===== src/rtl/mips_lsu.sv =====
// mips_lsu: load/store unit between the MIPS execute stage and the data memory.
// Takes one load/store at a time, checks size, alignment and address range, then
// drives one memory access with big-endian lane-aligned data and byte enables.
// Load data is extracted and extended. The response is returned over valid/ready.
//
// Ports:
//   clock, reset        rising-edge clock, asynchronous active-high reset
//   req_*               request handshake: store flag, size code, byte address, store data
//   resp_*              response handshake: extended load data, error flag
//   mem_*               memory port: word address, store data, read/write, strobe,
//                       byte-lane enables, read data
module mips_lsu #(
    parameter int unsigned                  DATA_WIDTH   = 32,
    parameter int unsigned                  ADDR_WIDTH   = 32,
    parameter logic [ADDR_WIDTH-1:0]        BASE_ADDRESS = 32'h8002_0000,
    parameter int unsigned                  MEM_BYTES    = 1048576,
    parameter int unsigned                  READ_LATENCY = 1
) (
    input  logic                  clock,
    input  logic                  reset,
    input  logic                  req_valid,
    output logic                  req_ready,
    input  logic                  req_store,
    input  logic [2:0]            req_size,
    input  logic [ADDR_WIDTH-1:0] req_addr,
    input  logic [DATA_WIDTH-1:0] req_wdata,
    output logic                  resp_valid,
    input  logic                  resp_ready,
    output logic [DATA_WIDTH-1:0] resp_rdata,
    output logic                  resp_error,
    output logic [ADDR_WIDTH-1:0] mem_address,
    output logic [DATA_WIDTH-1:0] mem_data_in,
    output logic                  mem_read_write,
    output logic                  mem_enable,
    output logic [3:0]            mem_byte_we,
    input  logic [DATA_WIDTH-1:0] mem_data_out
);

    localparam int unsigned          AW1       = ADDR_WIDTH + 1;
    localparam int unsigned          CNT_W     = 2;
    localparam logic [CNT_W-1:0]     CNT_INIT  = CNT_W'(READ_LATENCY - 1);
    // Range bounds carried in one extra bit so BASE + MEM_BYTES cannot wrap
    localparam logic [AW1-1:0]       BASE_EXT  = {1'b0, BASE_ADDRESS};
    localparam logic [AW1-1:0]       LIMIT_EXT = BASE_EXT + AW1'(MEM_BYTES);

    typedef enum logic [1:0] {IDLE, ISSUE, WAIT, RESP} state_t;

    state_t           state_q;
    logic [CNT_W-1:0] cnt_q;
    logic             store_q;
    logic [2:0]       size_q;
    logic [1:0]       off_q;

    logic                  size_ok;
    logic                  misaligned;
    logic                  in_range;
    logic                  req_err;
    logic [3:0]            we_c;
    logic [DATA_WIDTH-1:0] din_c;
    logic [7:0]            lane_byte;
    logic [15:0]           lane_half;
    logic [DATA_WIDTH-1:0] load_c;

    // Request decode: size legality, alignment, store lane enables and replicated data
    always_comb begin
        size_ok    = 1'b0;
        misaligned = 1'b0;
        we_c       = 4'b1111;
        din_c      = req_wdata;
        case (req_size)
            3'b000, 3'b100: begin
                size_ok = 1'b1;
                we_c    = 4'b1000 >> req_addr[1:0];
                din_c   = {4{req_wdata[7:0]}};
            end
            3'b001, 3'b101: begin
                size_ok    = 1'b1;
                misaligned = req_addr[0];
                we_c       = 4'b1100 >> req_addr[1:0];
                din_c      = {2{req_wdata[15:0]}};
            end
            3'b011: begin
                size_ok    = 1'b1;
                misaligned = |req_addr[1:0];
            end
            default: ;
        endcase
    end

    assign in_range = ({1'b0, req_addr} >= BASE_EXT) && ({1'b0, req_addr} < LIMIT_EXT);
    assign req_err  = !size_ok || misaligned || !in_range;

    // Load extraction, big-endian: offset 0 is bits 31:24
    always_comb begin
        lane_byte = 8'h00;
        case (off_q)
            2'd0: lane_byte = mem_data_out[31:24];
            2'd1: lane_byte = mem_data_out[23:16];
            2'd2: lane_byte = mem_data_out[15:8];
            2'd3: lane_byte = mem_data_out[7:0];
            default: ;
        endcase
        lane_half = off_q[1] ? mem_data_out[15:0] : mem_data_out[31:16];
        case (size_q)
            3'b000:  load_c = {{24{lane_byte[7]}}, lane_byte};
            3'b100:  load_c = {24'h000000, lane_byte};
            3'b001:  load_c = {{16{lane_half[15]}}, lane_half};
            3'b101:  load_c = {16'h0000, lane_half};
            default: load_c = mem_data_out;
        endcase
    end

    // Control FSM with registered outputs
    always_ff @(posedge clock or posedge reset) begin
        if (reset) begin
            state_q        <= IDLE;
            cnt_q          <= '0;
            store_q        <= 1'b0;
            size_q         <= 3'b000;
            off_q          <= 2'b00;
            req_ready      <= 1'b1;
            resp_valid     <= 1'b0;
            resp_rdata     <= '0;
            resp_error     <= 1'b0;
            mem_enable     <= 1'b0;
            mem_read_write <= 1'b1;
            mem_byte_we    <= 4'b0000;
            mem_address    <= '0;
            mem_data_in    <= '0;
        end else begin
            case (state_q)
                IDLE: begin
                    if (req_valid) begin
                        req_ready <= 1'b0;
                        store_q   <= req_store;
                        size_q    <= req_size;
                        off_q     <= req_addr[1:0];
                        if (req_err) begin
                            // No memory access on the error path
                            state_q    <= RESP;
                            resp_valid <= 1'b1;
                            resp_error <= 1'b1;
                            resp_rdata <= '0;
                        end else begin
                            state_q        <= ISSUE;
                            mem_enable     <= 1'b1;
                            mem_read_write <= !req_store;
                            mem_address    <= {req_addr[ADDR_WIDTH-1:2], 2'b00};
                            mem_byte_we    <= req_store ? we_c : 4'b0000;
                            if (req_store) begin
                                mem_data_in <= din_c;
                            end
                        end
                    end
                end
                ISSUE: begin
                    mem_enable     <= 1'b0;
                    mem_byte_we    <= 4'b0000;
                    mem_read_write <= 1'b1;
                    if (store_q) begin
                        state_q    <= RESP;
                        resp_valid <= 1'b1;
                        resp_error <= 1'b0;
                        resp_rdata <= '0;
                    end else begin
                        state_q <= WAIT;
                        cnt_q   <= CNT_INIT;
                    end
                end
                WAIT: begin
                    if (cnt_q == '0) begin
                        state_q    <= RESP;
                        resp_valid <= 1'b1;
                        resp_error <= 1'b0;
                        resp_rdata <= load_c;
                    end else begin
                        cnt_q <= cnt_q - 1'b1;
                    end
                end
                RESP: begin
                    if (resp_ready) begin
                        state_q    <= IDLE;
                        resp_valid <= 1'b0;
                        resp_rdata <= '0;
                        resp_error <= 1'b0;
                        req_ready  <= 1'b1;
                    end
                end
                default: state_q <= IDLE;
            endcase
        end
    end

endmodule


===== config.mk =====
export PLATFORM = sky130hd
export DESIGN_NAME = mips_lsu
export DESIGN_NICKNAME = d
export VERILOG_FILES = /design/src/rtl/mips_lsu.sv
export SDC_FILE = /design/constraint.sdc
export NUM_CORES = 1
export LEC_CHECK = 0
export ABC_AREA = 1
export CORE_MARGIN = 2
export CORE_UTILIZATION = 40
export CTS_CLUSTER_SIZE = 16
export DETAILED_ROUTE_END_ITERATION = 10
export DONT_BUFFER_PORTS = 1
export GPL_ROUTABILITY_DRIVEN = 1
export PLACE_DENSITY = 0.59
export SYNTH_ARGS = -nofsm -noshare
export SYNTH_HDL_FRONTEND = slang
export SYNTH_SLANG_ARGS = --single-unit
export TNS_END_PERCENT = 100

===== constraint.sdc =====
create_clock -name clock -period 9.11 [get_ports clock]
set_input_delay 0.911 -clock clock [delete_from_list [all_inputs] [get_ports clock]]
set_output_delay 0.911 -clock clock [all_outputs]
set_load 0.01 [all_outputs]

Word level (Yosys, flattened, before mapping). Index checks and enable logic that the tools add are counted.

Add/sub/neg operators: 1. Magnitude comparators: 2. Equal/unequal tests: 21. Shift operators: 2. Multiplexer cells: 44. Bitwise gates (word level): 1. Reductions and logical operators: 26.

Operators with widths (number): $pmux 32 s4 (2); $mux 32 (5); $pmux 32 s2 (1); $ge 32x32->1 const B (1); $lt 32x32->1 const B (1); $pmux 8 s4 (1); $mux 16 (1); $ne 2x2->1 const B (8); $pmux 4 s2 (2); $mux 1 (15); $reduce_and 3->1 (5); $eq 3x3->1 const B (4); $mux 2 (6); $mux 4 (3); $eq 2x2->1 const B (4); $pmux 1 s2 (4); $pmux 1 s4 (2); $pmux 2 s4 (1); $shr 4x2->4 const A (2); $eq 3x1->1 const B (2); $logic_not 2->1 (3); $logic_not 3->1 (2); $reduce_bool 2->1 (3); $reduce_or 2->1 (3); other kinds (12) (16).

Register bits after elaboration: 113. Input bits: 104. Output and inout bits: 105. Logic and storage cells: 111.

Depth between registers and ports, before layout. Gate-level depths: netlist of the first run.

Depth in word-level cells: 9. Mapped depth: 11. Gate-level depth less buffers: 10.

Least setup slack after synthesis of the first run. No wires, ideal clock.

Path kind: input -> register. Start point: input req_size[1]. End point: register mem_data_in[10]. Setup time: 0.117 ns. Data arrival time: 1.911 ns. Data required time: 8.993 ns. Slack: 7.082 ns. Stages on the path: 9. Path buffers: 2. Cells stage by stage: buf_2 -> nor2_2 -> a21oi_1 -> nand2_1 -> nor2_4 -> nand3_1 -> buf_2 -> nand2_1 -> nand2_1.

Word-level cells in the longest chain between the ends: 8. Elaborated cells between the ends (all ways): 16. Classes of those cells: eq/ne: 4; mux: 3; bitwise: 1; reduce/logical: 8.

Ends and longest elaborated chain: start, declared (line 24) `input logic [2:0] req_size,`; $eq 3x1->1, or another cell as far along (line 70) `case (req_size)`; $reduce_or 5->1 (no line); $mux 1 (line 70); $logic_not 1->1 (line 91) `assign req_err = !size_ok || misaligned || !in_range;`; $logic_or 1x1->1 (2 in series) (line 91); $not 1->1 (no line); $reduce_and 4->1 (no line); end signal, assigned (line 151) `mem_data_in <= din_c;`; end, declared (line 32) `output logic [DATA_WIDTH-1:0] mem_data_in,`.

Several ways; a longest one is shown, not always the timed one. A chain may end at the register's enable or synchronous reset.

Worst setup path in the final report of the first run.
Start point: register state_q[0]. End point: register mem_data_in[16].

Word-level cells in the longest chain between the ends: 2.

Ends and longest elaborated chain: start, declared (line 48) `state_t state_q;`; start signal, assigned (line 116) `state_q <= IDLE;`; start signal, assigned (line 140) `state_q <= RESP;`; start signal, assigned (line 145) `state_q <= ISSUE;`; $logic_not 2->1 (line 131) `case (state_q)`; $reduce_and 4->1 (no line).

No other way between the ends.

==> parameters.txt, run 1 <==
Parameter                              Value

Worst setup path
  Peak fanout along the critical path    53
  Number of buffers and inverters on the critical path    2
  Critical Path Sink Type    flip-flop
  Cells traversed along the worst timing path    inv_1, ha_1, nand2_1, inv_2, nand3_1, nand2_1, nand2_1
  Critical path's largest stage delay    1.04 ns
  Reg2Reg Launch Point    state_q[0]$_DFFE_PP0P_
  Arrival @ worst endpoint    roughly 3.7 ns
  Critical Path Start    state_q[0]$_DFFE_PP0P_
  Required time of the critical path    9.40 ns
  Kind of start point of the critical path    flip-flop
  Slowest-stage cell, CP    nand3_1
  CP delay by family, top    simple AND/OR/NAND/NOR gates
  Most frequent CP cell    nand2_1
  WS Path Type    flip-flop to flip-flop

Routing
  ANT nets after route    0
  Routed wirelength normalized by instance count    17.3 um
  Mean number of vias per cell    approximately 5.4
  Count of unresolved DRC violations after routing    0
  Routed wire length    16.6 mm
  Vias post-DR    about 5200
  Count of routing violations after the opening detailed-route iteration    367
  First-pass iteration count of the detailed router    5

Global routing
  GR met3 Demand/Resource    ~8.3%
  Antenna violations before repair    0
  Global-route wire length before repair    26.6 mm
  Met2 track utilization from global routing    35.3%
  Vias in the first global route    ~5000
  Layer carrying the most global-route usage    met2
  Maximum number of pins on one net before global-route repair    73
  Total track usage    21.3%
  GRT Residual Overflow    0
  GRT met1 Usage    24.5%

Power and ir drop
  P per Cell Area    294 nW/um2
  Static Leakage    approximately 3.4 nW
  Combinational power share    between 20% and 30%
  Internal power    about 1.2 mW
  Total power after layout    1.92 mW
  Power dissipated by switching net loads    between 700 and 800 uW
  Switching share of power    38.1%
  VDD IR-drop max    between 0.0001 and 0.00015 V
  Part of the total power dissipated in sequential elements    35.2%
  Share of total power in the clock network    36.0%

Timing
  Final total negative setup slack    0 ns
  Number of max-slew violations in the final report    0
  Setup Viol. Count Final    0
  Fin Clk Skew    slightly below 0.01 ns
  Unrepaired setup endpoints after global routing    false
  Final hold vios    0
  Maximum operating frequency    295 MHz
  Worst Max-Slew Pin Slew    ~1.2 ns
  Fraction of the cycle the final worst path needs    37.2%
  Worst slew margin relative to its limit    about 21%
  Final worst path period need    3.39 ns

Final layout
  Fraction of final layout cells sized beyond drive strength 1    6.93%
  Most common cell after layout, fill and taps aside    nand2_1
  Highest-count cells in the layout ignoring fill and taps    nand2_1, dfrtp_1, nand3_1
  Post-layout nets    875
  ANT cells    0
  Final standard cell utilization of the core    45.0%
  Area growth from synthesis to layout    10.5%

Min path
  Hold crit path type    input port to async pin

Floorplan
  Standard-cell row count    44
  Horiz. Die Dim    ~130 um
  Area of the core    14500 um2
  Die ar.    15700 um2
  Die span in y    roughly 130 um
  Initial core utilization    40.7%
  Io pins    209

Logic synthesis
  Area contributors post-synth    dfrtp_1, nand2_1, nand3_1
  Part of the Yosys area used for sequential elements    48.0%
  Cell variety after synth    33
  Synthesis-stage register bit count    113
  Yosys top cell area share    47.1%
  Post-Synthesis Cells    792
  Post-synth design cell area    between 5000 and 6000 um2
  Total of warnings raised by yosys    0
  Post-Syn Area per Cell    7.44 um2
  Post-synthesis cell type with the largest combined area    dfrtp_1

Clocking
  Buffers inserted during post-CTS setup optimization    0
  Insertion delay to the later sink of the worst-skew pair    0.42 ns
  Number of clock sinks seen by CTS    113
  Cells resized by post-CTS repair    0
  Buffer type at the clock tree root    clkbuf_16
  Clock buffer count from CTS    17
  Number of hold buffers added after cts    0
  H-tree depth    4
  Register clock-pin slew on the reported worst setup and hold paths    0.06 ns
  Maximum buffer depth of the clock tree    2
  TritonCTS clock tree    built

Flow run
  Max-cap violation count    0

Placement
  Count of buffers inserted at the top-level ports    0
  Weighted congestion at the end of routability-driven global placement    ~0.87
  Final HPWL from detailed placement    around 12 mm

Outcome
  Outcome    finished, final reports clean
layer usage:
metal | part of all wire [%] | vias up
li1 | - | 2532
met4 | 2.4 | 0
met2 | 49 | 207
met3 | 8.7 | 24
met5 | 0 | -
met1 | 39 | 2465
Yosys cell counts:
cell,instances
nand2_1,314
dfrtp_1,111
nand3_1,87
o21ai_0,41
a21oi_1,39
inv_1,39
nor2_1,38
nand4_1,33
clkbuf_1,20
buf_2,17
buf_4,7
inv_2,6
o211ai_1,6
ha_1,5
o21ai_1,4
buf_6,3
dfstp_2,2
nand2_4,2
nand3_2,2
nor2_4,2
nor3_1,2
a21oi_2,1
a32o_1,1
and2_1,1
buf_1,1
conb_1,1
nand2_2,1
nor2_2,1
nor3_2,1
o31ai_1,1
o32ai_1,1
or2_1,1
or2_2,1
per-stage QoR:
step	area, um2	std cells	hold slack (ns)	setup WS, ns
2_1_floorplan	5900	793	0.472	5.21
3_3_place_gp	5900	931	0.497	5.63
3_5_place_dp	5900	931	0.498	5.49
4_1_cts	6520	963	0.413	5.65
5_1_grt	6520	963	0.441	5.25
6_report	6520	963	0.411	5.72
area by class of cell:
class / count / area (um2)
fillers: 1486 / 7960
flip-flops and latches: 113 / 2830
multi-input cells: 587 / 2650
clock buffers: 18 / 439
well taps: 184 / 230
clock inverters: 14 / 180
inverters: 45 / 171
repair buffers: 2 / 15.0
power groups by stage:
stage | combinational (mW) | sequential (mW) | clock, mW
final | 0.551 | 0.675 | 0.690
after global routing | 0.639 | 0.683 | 0.728
after CTS | 0.554 | 0.676 | 0.705
after detailed placement | 0.552 | 0.684 | 0
after global placement | 0.541 | 0.683 | 0
after floorplan | 0.491 | 0.647 | 0
logic make-up (layout without fill, tap and decap cells):
group | after synthesis | after routing | synth area share [%]
and+or+nand+nor | 486 | 486 | 35.3
DFF | 113 | 113 | 48.0
AOI/OAI and AO/OA | 94 | 94 | 8.49
buffers and inverters | 93 | 79 | 7.11
adders and majority gates | 5 | 5 | 1.06
other | 1 | 2 | 0.0636
sequential cells by signal (all words and copies together), names as in the netlist:
signal and flops:
size_q 3, mem_byte_we 4, state_q 2, store_q 1, resp_error 1, req_ready 1, mem_data_in 32, mem_enable 1
resp_rdata 32, cnt_q 2, resp_valid 1, off_q 2, mem_read_write 1, mem_address 30
path summary, 6_finish.rpt:
path	to	slack (ns)	cells after the start
setup reg to reg	mem_data_in[16]$_DFFE_PP0P_	5.72	7
hold / removal	mem_address[13]$_DFFE_PP0P_	0.41	1
min in group clock	store_q$_DFFE_PP0P_	0.51	2
setup / recovery	mem_data_in[16]$_DFFE_PP0P_	5.72	7
max in group asynchronous	state_q[1]$_DFFE_PP0P_	7.41	2
hold reg to reg	store_q$_DFFE_PP0P_	0.51	2
(Power assumes the default switching activity.)
==> inputs of run 2 (changes only) <==
- ABC_AREA: 1 -> 0
- PLACE_DENSITY: 0.59 -> 0.61
- clock period: 9.11 -> 3.1 ns (I/O delays scaled with it)
==> parameters.txt, run 2 <==
Parameter                              Value

Outcome
  Outcome    finished, final reports clean

Routing
  Routed wire length    17.2 mm
  Met3 layer wire length in the routed design    1.60 mm
  Top routing layer in use    met4
  Met2 wire length    8.45 mm
  Mean number of vias per cell    6.24
  Routed wirelength normalized by instance count    22.5 um
  Post-Route M1 WL    6.76 mm
  Count of routing violations after the opening detailed-route iteration    between 300 and 400
  Vias post-DR    4759
  ANT nets after route    0
  First-pass iteration count of the detailed router    5
  Count of unresolved DRC violations after routing    0

Final layout
  Largest registers in the final layout    mem_data_in (32), resp_rdata (32), mem_address (30)
  Most common cell after layout, fill and taps aside    dfrtp_1
  Fraction of final layout cells sized beyond drive strength 1    22.1%
  ANT cells    0
  Area of the multi-input gates    3010 um2
  Highest-count cells in the layout ignoring fill and taps    dfrtp_1, mux2_2, nand2_1
  Number of inserted filler cells in the final layout    1427
  Finished layout cell area    slightly below 7000 um2
  Register area    2830 um2
  Post-layout nets    671
  Area growth from synthesis to layout    10.7%

Power and ir drop
  Share of total power in the clock network    about a third
  Combinational power share    29.3%
  Switching share of power    38.4%
  VDD IR-drop max    0.000372 V
  Static Leakage    2.99 nW
  Internal power    3.39 mW
  Part of the total power dissipated in sequential elements    36.5%
  P per Cell Area    a little over 800 nW/um2
  Power dissipated by switching net loads    2.11 mW

Flow run
  Max-cap violation count    0

Logic synthesis
  Synthesis-stage register bit count    ~110
  Yosys top cell area share    45.1%
  Cell variety after synth    56
  Post-Syn Area per Cell    10.6 um2
  Post-synthesis cell type with the largest combined area    dfrtp_1
  Post-synth design cell area    6150 um2
  Top cells by instance count after synthesis    dfrtp_1, mux2_2, nand2_1
  Part of the Yosys area used for sequential elements    between 40% and 50%
  Post-Synthesis Cells    582
  Post-synth ARST share    100%
  Top-count cell post-synth    dfrtp_1
  Most instantiated flip-flop cell in the synthesis netlist    dfrtp_1
  Post-synth EDFFs    0
  Total of warnings raised by yosys    0
  Area contributors post-synth    dfrtp_1, mux2_2, a32oi_1

Floorplan
  Die span in y    128 um
  Io pins    roughly 210
  Area of the core    15100 um2
  Standard-cell row count    45
  Die ar.    between 15000 and 20000 um2
  Initial core utilization    40.8%
  Horiz. Die Dim    approximately 130 um

Timing
  Fraction of the cycle the final worst path needs    78.6%
  Final total negative setup slack    0 ns
  Number of max-slew violations in the final report    0
  Maximum operating frequency    between 400 and 500 MHz
  Final hold vios    0
  Worst slew margin relative to its limit    45.6%
  Fin Clk Skew    0.00954 ns
  Setup Viol. Count Final    0
  Final worst path period need    2.44 ns
  Unrepaired setup endpoints after global routing    false
  Worst Max-Slew Pin Slew    0.815 ns

Clocking
  Buffer type at the clock tree root    clkbuf_16
  Number of hold buffers added after cts    1
  TritonCTS clock tree    built
  Buffers inserted during post-CTS setup optimization    0
  Clock buffer count from CTS    17
  Insertion delay to the later sink of the worst-skew pair    between 0.4 and 0.5 ns
  Number of clock sinks seen by CTS    between 100 and 150
  Register clock-pin slew on the reported worst setup and hold paths    0.06 ns
  H-tree depth    4
  Maximum buffer depth of the clock tree    2
  Cells resized by post-CTS repair    0

Worst setup path
  Required time of the critical path    about 3.4 ns
  Peak fanout along the critical path    19
  Critical Path Sink Type    flip-flop
  Kind of start point of the critical path    flip-flop
  WS Path Type    flip-flop to flip-flop
  Arrival @ worst endpoint    2.75 ns

Placement
  Cell area after placement    6230 um2
  Final HPWL from detailed placement    11.7 mm
  Weighted congestion at the end of routability-driven global placement    between 0.8 and 0.9
  Count of buffers inserted at the top-level ports    0

Global routing
  Maximum number of pins on one net before global-route repair    56
  Antenna violations before repair    0
  Total track usage    around a fifth
  GRT Residual Overflow    0
  Vias in the first global route    4850
  Global-route wire length before repair    26.6 mm

Min path
  Hold crit path type    input port to flip-flop
-- run 2: changes by cell type after synthesis, sizes merged, moves of 19 or more --
cell   before  now
a32oi       0   27
inv        45    9
mux2        0   78
mux2i       0   19
nand2     317   59
nand3      89    1
nand4      33    3
nor2       41    9
-- run 2: power by group through the flow --
stage                     clock (mW)  combinational (mW)  sequential (mW)
final                           1.88                1.61             2.01
after global routing            1.99                1.79             2.04
after CTS                       1.92                1.61             2.01
after detailed placement           0                1.60             2.03
after global placement             0                1.55             2.02
after floorplan                    0                1.34             1.87
-- run 2: cell families after synthesis --
group	share of synthesized area [%]
DFF	46.0
other	0.0609
adders and majority gates	1.02
buffers and inverters	5.35
muxes	17.7
AOI/OAI and AO/OA	20.6
and+or+nand+nor	9.27
-- run 2: final timing paths --
kind / from / end / slack (ns) / depth (start not counted)
worst max-delay path: state_q[0]$_DFFE_PP0P_ / resp_rdata[20]$_DFFE_PP0P_ / 0.66 / 6
worst min-delay path: req_wdata[0] / mem_data_in[0]$_DFFE_PP0P_ / 0.03 / 1
worst max register to register: state_q[0]$_DFFE_PP0P_ / resp_rdata[20]$_DFFE_PP0P_ / 0.66 / 6
worst min register to register: cnt_q[1]$_DFFE_PP0P_ / cnt_q[1]$_DFFE_PP0P_ / 0.52 / 1
max in group asynchronous: reset / mem_data_in[24]$_DFFE_PP0P_ / 1.77 / 3
min in group asynchronous: reset / mem_data_in[12]$_DFFE_PP0P_ / 0.52 / 2
-- run 2: area by class of cell --
| type | instances | share of cell area [%] |
|---|---|---|
| clock buffers | 19 | 6.65 |
| repair buffers | 15 | 1.87 |
| well taps | 188 | 3.45 |
| flip-flops and latches | 113 | 41.5 |
| multi-input cells | 405 | 44.2 |
| clock inverters | 13 | 1.73 |
| inverters | 10 | 0.606 |
-- run 2: routing by layer --
layer / vias up / GRT usage, %
met5: - / 0
met4: 0 / 7.05
met3: 28 / 8.68
met2: 190 / 33.5
met1: 2407 / 25.6
li1: 2134 / -
-- run 2: critical path: stages, from the launching register on --
cell and delay, ns:
dfrtp_1 0.42, inv_1 0.10, ha_1 0.41, nand2b_1 0.21
and4_1 0.63, o21ai_0 0.28, o31ai_1 0.28
-- run 2: per-stage QoR --
stage                     utilization (%)  hold WS [ns]  std cells  total power [mW]  setup slack (ns)
after floorplan                         -         0.445        583              3.21              1.08
after global placement               41.3         0.356        730              3.58             0.791
after detailed placement             41.3         0.365        730              3.64             0.686
after CTS                            45.2       0.00816        763              5.54             0.667
after global routing                 45.2       0.00692        763              5.82             0.514
final                                45.2        0.0277        763              5.50             0.664
